File: src/rtl/cr_pkg.sv
// cr_pkg: shared types and constants for cr_gen_fifo_disp.
// Holds the generator mode enum, the hex to 7-segment table,
// and the maximal-length Galois LFSR tap lookup.
package cr_pkg;

    // Generator flavour selected at elaboration time.
    typedef enum logic [0:0] {
        GEN_CNT  = 1'b0,
        GEN_LFSR = 1'b1
    } gen_mode_e;

    // Active-low segment patterns {g,f,e,d,c,b,a}, indexed by nibble value.
    localparam logic [15:0][6:0] SEG_TABLE = {
        7'h0E,  // F
        7'h06,  // E
        7'h21,  // d
        7'h46,  // C
        7'h03,  // b
        7'h08,  // A
        7'h10,  // 9
        7'h00,  // 8
        7'h78,  // 7
        7'h02,  // 6
        7'h12,  // 5
        7'h19,  // 4
        7'h30,  // 3
        7'h24,  // 2
        7'h79,  // 1
        7'h40   // 0
    };

    // Right-shift Galois feedback mask: bit (t-1) set for every tap t of a
    // primitive polynomial, so the sequence visits all 2^w-1 non-zero states.
    function automatic logic [15:0] lfsr_taps(input int width);
        logic [15:0] taps;
        case (width)
            4:       taps = 16'h000C;
            5:       taps = 16'h0014;
            6:       taps = 16'h0030;
            7:       taps = 16'h0060;
            8:       taps = 16'h00B8;
            9:       taps = 16'h0110;
            10:      taps = 16'h0240;
            11:      taps = 16'h0500;
            12:      taps = 16'h0829;
            13:      taps = 16'h100D;
            14:      taps = 16'h2015;
            15:      taps = 16'h6000;
            16:      taps = 16'hD008;
            default: taps = 16'h0000;
        endcase
        return taps;
    endfunction

endpackage

File: src/rtl/cr_sevenseg_scan.sv
// cr_sevenseg_scan: multiplexed N_DIG-digit hex display driver.
// Shows the low 4*N_DIG bits of the display word (zero-extended when the
// word is narrower), one digit per SCAN_DIV clocks. ss and dig are both
// registered and update on the same edge, so digits never glitch.
// msd_f forces the leftmost digit to "F" (used as an overflow marker).
module cr_sevenseg_scan
    import cr_pkg::*;
#(
    parameter int DATA_W   = 8,
    parameter int N_DIG    = 4,
    parameter int SCAN_DIV = 1024
) (
    input  logic              CLK,
    input  logic              RST,
    input  logic [DATA_W-1:0] disp,
    input  logic              msd_f,
    output logic [6:0]        ss,
    output logic [N_DIG-1:0]  dig
);

    localparam int VW = 4 * N_DIG;
    localparam int IW = (N_DIG > 1) ? $clog2(N_DIG) : 1;
    localparam int SW = (SCAN_DIV > 1) ? $clog2(SCAN_DIV) : 1;
    localparam logic [SW-1:0] SCAN_LAST = SW'(SCAN_DIV - 1);
    localparam logic [IW-1:0] IDX_LAST  = IW'(N_DIG - 1);

    logic [VW-1:0]    disp_ext;
    logic [SW-1:0]    scan_cnt;
    logic [IW-1:0]    idx;
    logic [IW-1:0]    idx_nxt;
    logic             slot_end;
    logic [3:0]       nib;
    logic [6:0]       ss_nxt;
    logic [N_DIG-1:0] dig_nxt;

    // Fit the display word to exactly N_DIG nibbles.
    generate
        if (DATA_W >= VW) begin : g_trunc
            assign disp_ext = disp[VW-1:0];
        end else begin : g_zext
            assign disp_ext = {{(VW - DATA_W){1'b0}}, disp};
        end
    endgenerate

    // Next digit index plus the segment/select pattern for that digit.
    always_comb begin
        // NOTE: every variable gets a default before any branch so no path
        // leaves it unassigned, which would otherwise infer a latch.
        slot_end = (scan_cnt == SCAN_LAST);
        idx_nxt  = idx;
        nib      = 4'h0;
        dig_nxt  = '1;
        if (slot_end) begin
            idx_nxt = (idx == IDX_LAST) ? '0 : idx + IW'(1);
        end
        for (int d = 0; d < N_DIG; d++) begin
            if (idx_nxt == IW'(d)) begin
                nib        = disp_ext[4*d +: 4];
                dig_nxt[d] = 1'b0;
            end
        end
        ss_nxt = SEG_TABLE[nib];
        if (msd_f && (idx_nxt == IDX_LAST)) begin
            ss_nxt = SEG_TABLE[4'hF];
        end
    end

    // Scan timer, digit index and the registered display outputs.
    always_ff @(posedge CLK) begin
        // NOTE: state is updated with non-blocking assignments so every
        // register samples pre-edge values regardless of statement order.
        if (RST) begin
            scan_cnt <= '0;
            idx      <= '0;
            dig      <= ~N_DIG'(1);
            ss       <= SEG_TABLE[4'h0];
        end else begin
            scan_cnt <= slot_end ? '0 : scan_cnt + SW'(1);
            idx      <= idx_nxt;
            dig      <= dig_nxt;
            ss       <= ss_nxt;
        end
    end

endmodule

File: src/rtl/cr_gen_fifo_disp.sv
// cr_gen_fifo_disp: data generator -> FIFO -> hex display core.
// A counter or Galois LFSR pushes words into a DEPTH-deep FIFO; pops copy
// the head word into a display register shown on a multiplexed 7-segment
// display. Push/pop qualify once per TICK_DIV clocks while ENwrk is high.
// Optional build macro CR_OVF_FLAG_EN adds a sticky `ovf` output that is
// set on any dropped write and marks the leftmost digit with "F".
module cr_gen_fifo_disp
    import cr_pkg::*;
#(
    parameter int        DATA_W   = 8,
    parameter int        DEPTH    = 8,
    parameter int        N_DIG    = 4,
    parameter gen_mode_e GEN_MODE = GEN_CNT,
    parameter int        TICK_DIV = 1,
    parameter int        SCAN_DIV = 1024
) (
    input  logic                  CLK,
    input  logic                  RST,
    input  logic                  ENgen,
    input  logic                  ENwrk,
    input  logic                  ENraf,
    output logic [$clog2(DEPTH):0] usedw,
    output logic [6:0]            ss,
    output logic [N_DIG-1:0]      dig
`ifdef CR_OVF_FLAG_EN
    ,
    output logic                  ovf
`endif
);

    localparam int AW = $clog2(DEPTH);
    localparam int CW = AW + 1;
    localparam int PW = (TICK_DIV > 1) ? $clog2(TICK_DIV) : 1;
    localparam logic [PW-1:0]     TICK_LAST = PW'(TICK_DIV - 1);
    localparam logic [DATA_W-1:0] TAPS      = DATA_W'(lfsr_taps(DATA_W));
    // The LFSR must never start in (or reach) the all-zero lock-up state.
    localparam logic [DATA_W-1:0] GEN_RESET =
        (GEN_MODE == GEN_LFSR) ? DATA_W'(1) : DATA_W'(0);

    logic [DATA_W-1:0] mem [DEPTH];
    logic [AW-1:0]     wr_ptr;
    logic [AW-1:0]     rd_ptr;
    logic [CW-1:0]     cnt;
    logic [PW-1:0]     pre;
    logic [DATA_W-1:0] gen_q;
    logic [DATA_W-1:0] gen_nxt;
    logic [DATA_W-1:0] disp_q;
    logic              tick;
    logic              full;
    logic              empty;
    logic              push;
    logic              pop;
    logic              msd_f;

    assign full  = (cnt == CW'(DEPTH));
    assign empty = (cnt == '0);
    assign tick  = ENwrk && (pre == TICK_LAST);
    // A pop in the same tick frees a slot, so a full FIFO can still accept.
    assign pop   = tick && ENraf && !empty;
    assign push  = tick && ENgen && (!full || pop);
    assign usedw = cnt;

    // Prescaler: free-runs while ENwrk is high, frozen otherwise.
    always_ff @(posedge CLK) begin
        if (RST) begin
            pre <= '0;
        end else if (ENwrk) begin
            pre <= tick ? '0 : pre + PW'(1);
        end
    end

    // Next generator value: counter increment or one Galois LFSR step.
    always_comb begin
        gen_nxt = gen_q + DATA_W'(1);
        if (GEN_MODE == GEN_LFSR) begin
            gen_nxt = (gen_q >> 1) ^ (gen_q[0] ? TAPS : '0);
        end
    end

    // FIFO pointers, occupancy, generator and display register.
    always_ff @(posedge CLK) begin
        if (RST) begin
            wr_ptr <= '0;
            rd_ptr <= '0;
            cnt    <= '0;
            gen_q  <= GEN_RESET;
            disp_q <= '0;
        end else begin
            if (push) begin
                wr_ptr <= wr_ptr + AW'(1);
                gen_q  <= gen_nxt;
            end
            if (pop) begin
                rd_ptr <= rd_ptr + AW'(1);
                disp_q <= mem[rd_ptr];
            end
            case ({push, pop})
                2'b10:   cnt <= cnt + CW'(1);
                2'b01:   cnt <= cnt - CW'(1);
                default: cnt <= cnt;
            endcase
        end
    end

    // FIFO storage write port.
    always_ff @(posedge CLK) begin
        // NOTE: the storage array has no reset; its contents are unreadable
        // until written because the pointers and count are reset instead.
        if (push && !RST) begin
            mem[wr_ptr] <= gen_q;
        end
    end

`ifdef CR_OVF_FLAG_EN
    logic drop;
    assign drop  = tick && ENgen && full && !pop;
    assign msd_f = ovf;

    // Sticky overflow flag: set by any dropped write, cleared only by RST.
    always_ff @(posedge CLK) begin
        if (RST) begin
            ovf <= 1'b0;
        end else if (drop) begin
            ovf <= 1'b1;
        end
    end
`else
    assign msd_f = 1'b0;
`endif

    cr_sevenseg_scan #(
        .DATA_W   (DATA_W),
        .N_DIG    (N_DIG),
        .SCAN_DIV (SCAN_DIV)
    ) u_scan (
        .CLK   (CLK),
        .RST   (RST),
        .disp  (disp_q),
        .msd_f (msd_f),
        .ss    (ss),
        .dig   (dig)
    );

endmodule

File: config.mk
export PLATFORM = sky130hd
export DESIGN_NAME = cr_gen_fifo_disp
export DESIGN_NICKNAME = d
export VERILOG_FILES = /design/src/rtl/cr_pkg.sv /design/src/rtl/cr_sevenseg_scan.sv /design/src/rtl/cr_gen_fifo_disp.sv
export SDC_FILE = /design/constraint.sdc
export NUM_CORES = 1
export LEC_CHECK = 0
export CAP_MARGIN = 20
export CORE_MARGIN = 8
export CORE_UTILIZATION = 63
export DETAILED_ROUTE_END_ITERATION = 6
export PLACE_DENSITY = 0.82
export SLEW_MARGIN = 5
export SYNTH_ARGS = -nofsm -noshare
export SYNTH_HDL_FRONTEND = slang
export SYNTH_SLANG_ARGS = --single-unit
File: constraint.sdc
create_clock -name CLK -period 4.9 [get_ports CLK]
set_input_delay 0.735 -clock CLK [delete_from_list [all_inputs] [get_ports CLK]]
set_output_delay 0.735 -clock CLK [all_outputs]
set_load 0.02 [all_outputs]
==> summary.txt <==
Status - finished clean
Sequential area share after synthesis - 0.618
Final routed DRC violation total - 0
Most frequent cell after synthesis - edfxtp_1
Post_cts resized - 0
Wire length on met3 - 299 um
Hold_buf cts - 0
Layout cells sized above 1 - 0.147
Vias in the first global route - 2805
Slew Viols, Final - 0
Dpl hpwl - 5390 um
Area Overhead vs Synth - 17.8%
Clock root cell - clkbuf_8
Starting Density - 0.652
CP arrival - 3.41 ns
Num CTS Buffers - 17
Per-cell routed wire length - 16.9 um
Top_reg_cell synth - edfxtp_1
Count of cell types in the netlist - 42
Cell Chain, Critical Path - clkdlybuf4s50_1 > nor2b_1 > o211a_1 > nand2b_1 > inv_1 > ha_1 > a21o_1 > a21oi_1 > mux2i_1 > xnor2_1 > nor2_1
Synth top area cells - edfxtp_1 (41%), dfxtp_1 (21%), mux4_2 (7.6%)
Routability cong. - 0.844
CP peak stage delay - 0.56 ns
Area of the core - 7250 um2
Synth area leader - edfxtp_1
GRT Overall Usage - 0.176
Count of final setup violators - 0
VDD IR max - 0.313 mV
Netlist Area Pre-Place - 4730 um2
Fin crit share - 0.620
Skew-Pair Late Insertion Delay - 0.51 ns
Clock slew at reported path FFs - 0.05 ns
CP Max Fanout - 21
Ports - 20
Die width - 103 um
Most frequent cells after synthesis - edfxtp_1 (64), nor2_1 (56), dfxtp_1 (50)
Synth warnings - 0
H-Tree Depth - 4
Ys async rst share - 0
Initial antenna violation count - 0
Total clock sinks - 114
FMAX - 0.329 GHz
Die ar. - 10500 um2
Largest net degree at the start of global routing - 44
Nature of the critical path startpoint - primary input
Period minus WS final - 3.04 ns
Worst clock skew - 0.00848 ns
HP Class - reg -> reg
Final hold viol count - 0
Final instance area - 5570 um2
Worst hold margin - 0.464 ns
First-pass GRT wire length - 13600 um
Critical Path RT - 5.27 ns
Placed Instance Area - 5010 um2
Final net count - 401
Mapped Nets - 374
DR top layer - met4
Unrepaired setup endpoints after global routing - no
Critical path class - in -> reg
Worst slew margin - 0.441
Metal-1 WL - 3510 um
FILL cells - 427
Row count - 31
Final wirelength - 8340 um
Setup Buffers After CTS - 0
Metal2 WL - 4390 um
GRT overflow - 0
Mapped Avg Cell Area - 13.3 um2
Max clock buf depth - 2
Synth Register Bits - 114
Post-synth EDFFs - 64
Post-Syn Instances - 355
Antenna Nets Post-Route - 0
Initial DRC Count - 120
Die height - 103 um
Post-synth top area share - 0.406
First-pass iteration count of the detailed router - 4
CTS tree - done
Inserted Diodes - 0
Maxcap violations - 0
IO buf count - 19
Slowest cell on crit path - o211a_1
Setup TNS Final - 0 ns
Leak pwr - 2.04 nW
Setup crit end kind - flip-flop
Number of vias per cell - 5.70
Power Dens Cells - 413 nW/um2
Slew of the pin with the lowest slew margin - 0.815 ns
Vias after detailed routing - 2814
-- report_power, final --
part	internal [mW]	total, mW	switching (mW)
combinational	0.0757	0.159	0.0836
sequential	1.03	1.05	0.0226
clock	0.670	1.09	0.423
total	1.77	2.30	0.530
-- path summary, 6_finish.rpt --
kind / start / to / slack (ns) / depth (start not counted)
max reg2reg: u_scan.scan_cnt[0] / u_scan.ss[2] / 1.89 / 10
max: ENwrk / usedw[3] / 1.86 / 11
min reg2reg: u_scan.scan_cnt[0] / u_scan.scan_cnt[0] / 0.46 / 1
min: u_scan.scan_cnt[0] / u_scan.scan_cnt[0] / 0.46 / 1
-- cell families (layout without fill, tap and decap cells) --
group / count (synthesis) / in the layout / synth area share
compound gates: 31 / 31 / 0.0442
xor+xnor: 21 / 21 / 0.0389
fa+ha+maj: 14 / 14 / 0.0386
buf+inv: 23 / 63 / 0.0188
flops: 114 / 114 / 0.618
mux: 40 / 40 / 0.131
simple gates: 112 / 112 / 0.111
-- state kept, by name (all words and copies together) (netlist names) --
register,cells
u_scan.ss,7
disp_q,8
usedw,4
gen_q,8
u_scan.idx,2
pre,1
u_scan.scan_cnt,10
rd_ptr,3
u_scan.dig,4
wr_ptr,3
mem,64
-- worst max-delay path, delay by kind of cell --
family | cells | cell delay (ns)
xor+xnor | 1 | 0.15
buf+inv | 2 | 0.64
simple gates | 3 | 0.44
fa+ha+maj | 1 | 0.26
mux | 1 | 0.26
compound gates | 3 | 0.93
-- metal layers --
| metal | vias up | global-route usage |
|---|---|---|
| li1 | 1361 | - |
| met1 | 1385 | 0.191 |
| met2 | 54 | 0.302 |
| met3 | 14 | 0.0587 |
| met4 | 0 | 0.0869 |
| met5 | - | 0 |
-- per-stage QoR --
stage,utilization,std cells,worst slack (ns),power (mW)
6_report,0.768,494,1.86,2.30
5_1_grt,0.768,494,1.69,2.38
4_1_cts,0.765,493,1.89,2.33
3_5_place_dp,0.690,461,1.34,1.22
3_3_place_gp,0.690,461,1.55,1.22
2_1_floorplan,-,355,2.12,1.18
-- cells in the final DEF, fill, tap and decap left out, drive strengths merged, types with 3 or more instances in the layout --
cell type / Yosys / final
a211oi: 9 / 9
a21oi: 10 / 10
buf: 6 / 4
clkbuf: 9 / 19
clkdlybuf4s50: 0 / 19
clkinv: 0 / 8
clkinvlp: 0 / 3
dfxtp: 50 / 50
edfxtp: 64 / 64
ha: 13 / 13
inv: 8 / 9
mux2i: 22 / 22
mux4: 16 / 16
nand2: 22 / 22
nand2b: 4 / 4
nand3: 8 / 8
nand4: 4 / 4
nor2: 56 / 56
nor4: 4 / 4
o21ai: 4 / 4
or3: 4 / 4
xnor2: 9 / 9
xor2: 12 / 12
-- cell type report --
class                           instances  area [um2]  area share
Timing Repair Buffer                   23         240      0.0431
Sequential cell                       114        2920       0.524
Clock buffer                           19         422      0.0757
Tap cell                               99         124      0.0222
Inverter                                8        30.0     0.00539
Multi-Input combinational cell        218        1720       0.308
Clock inverter                         13         116      0.0209
(Power assumes the default switching activity.)
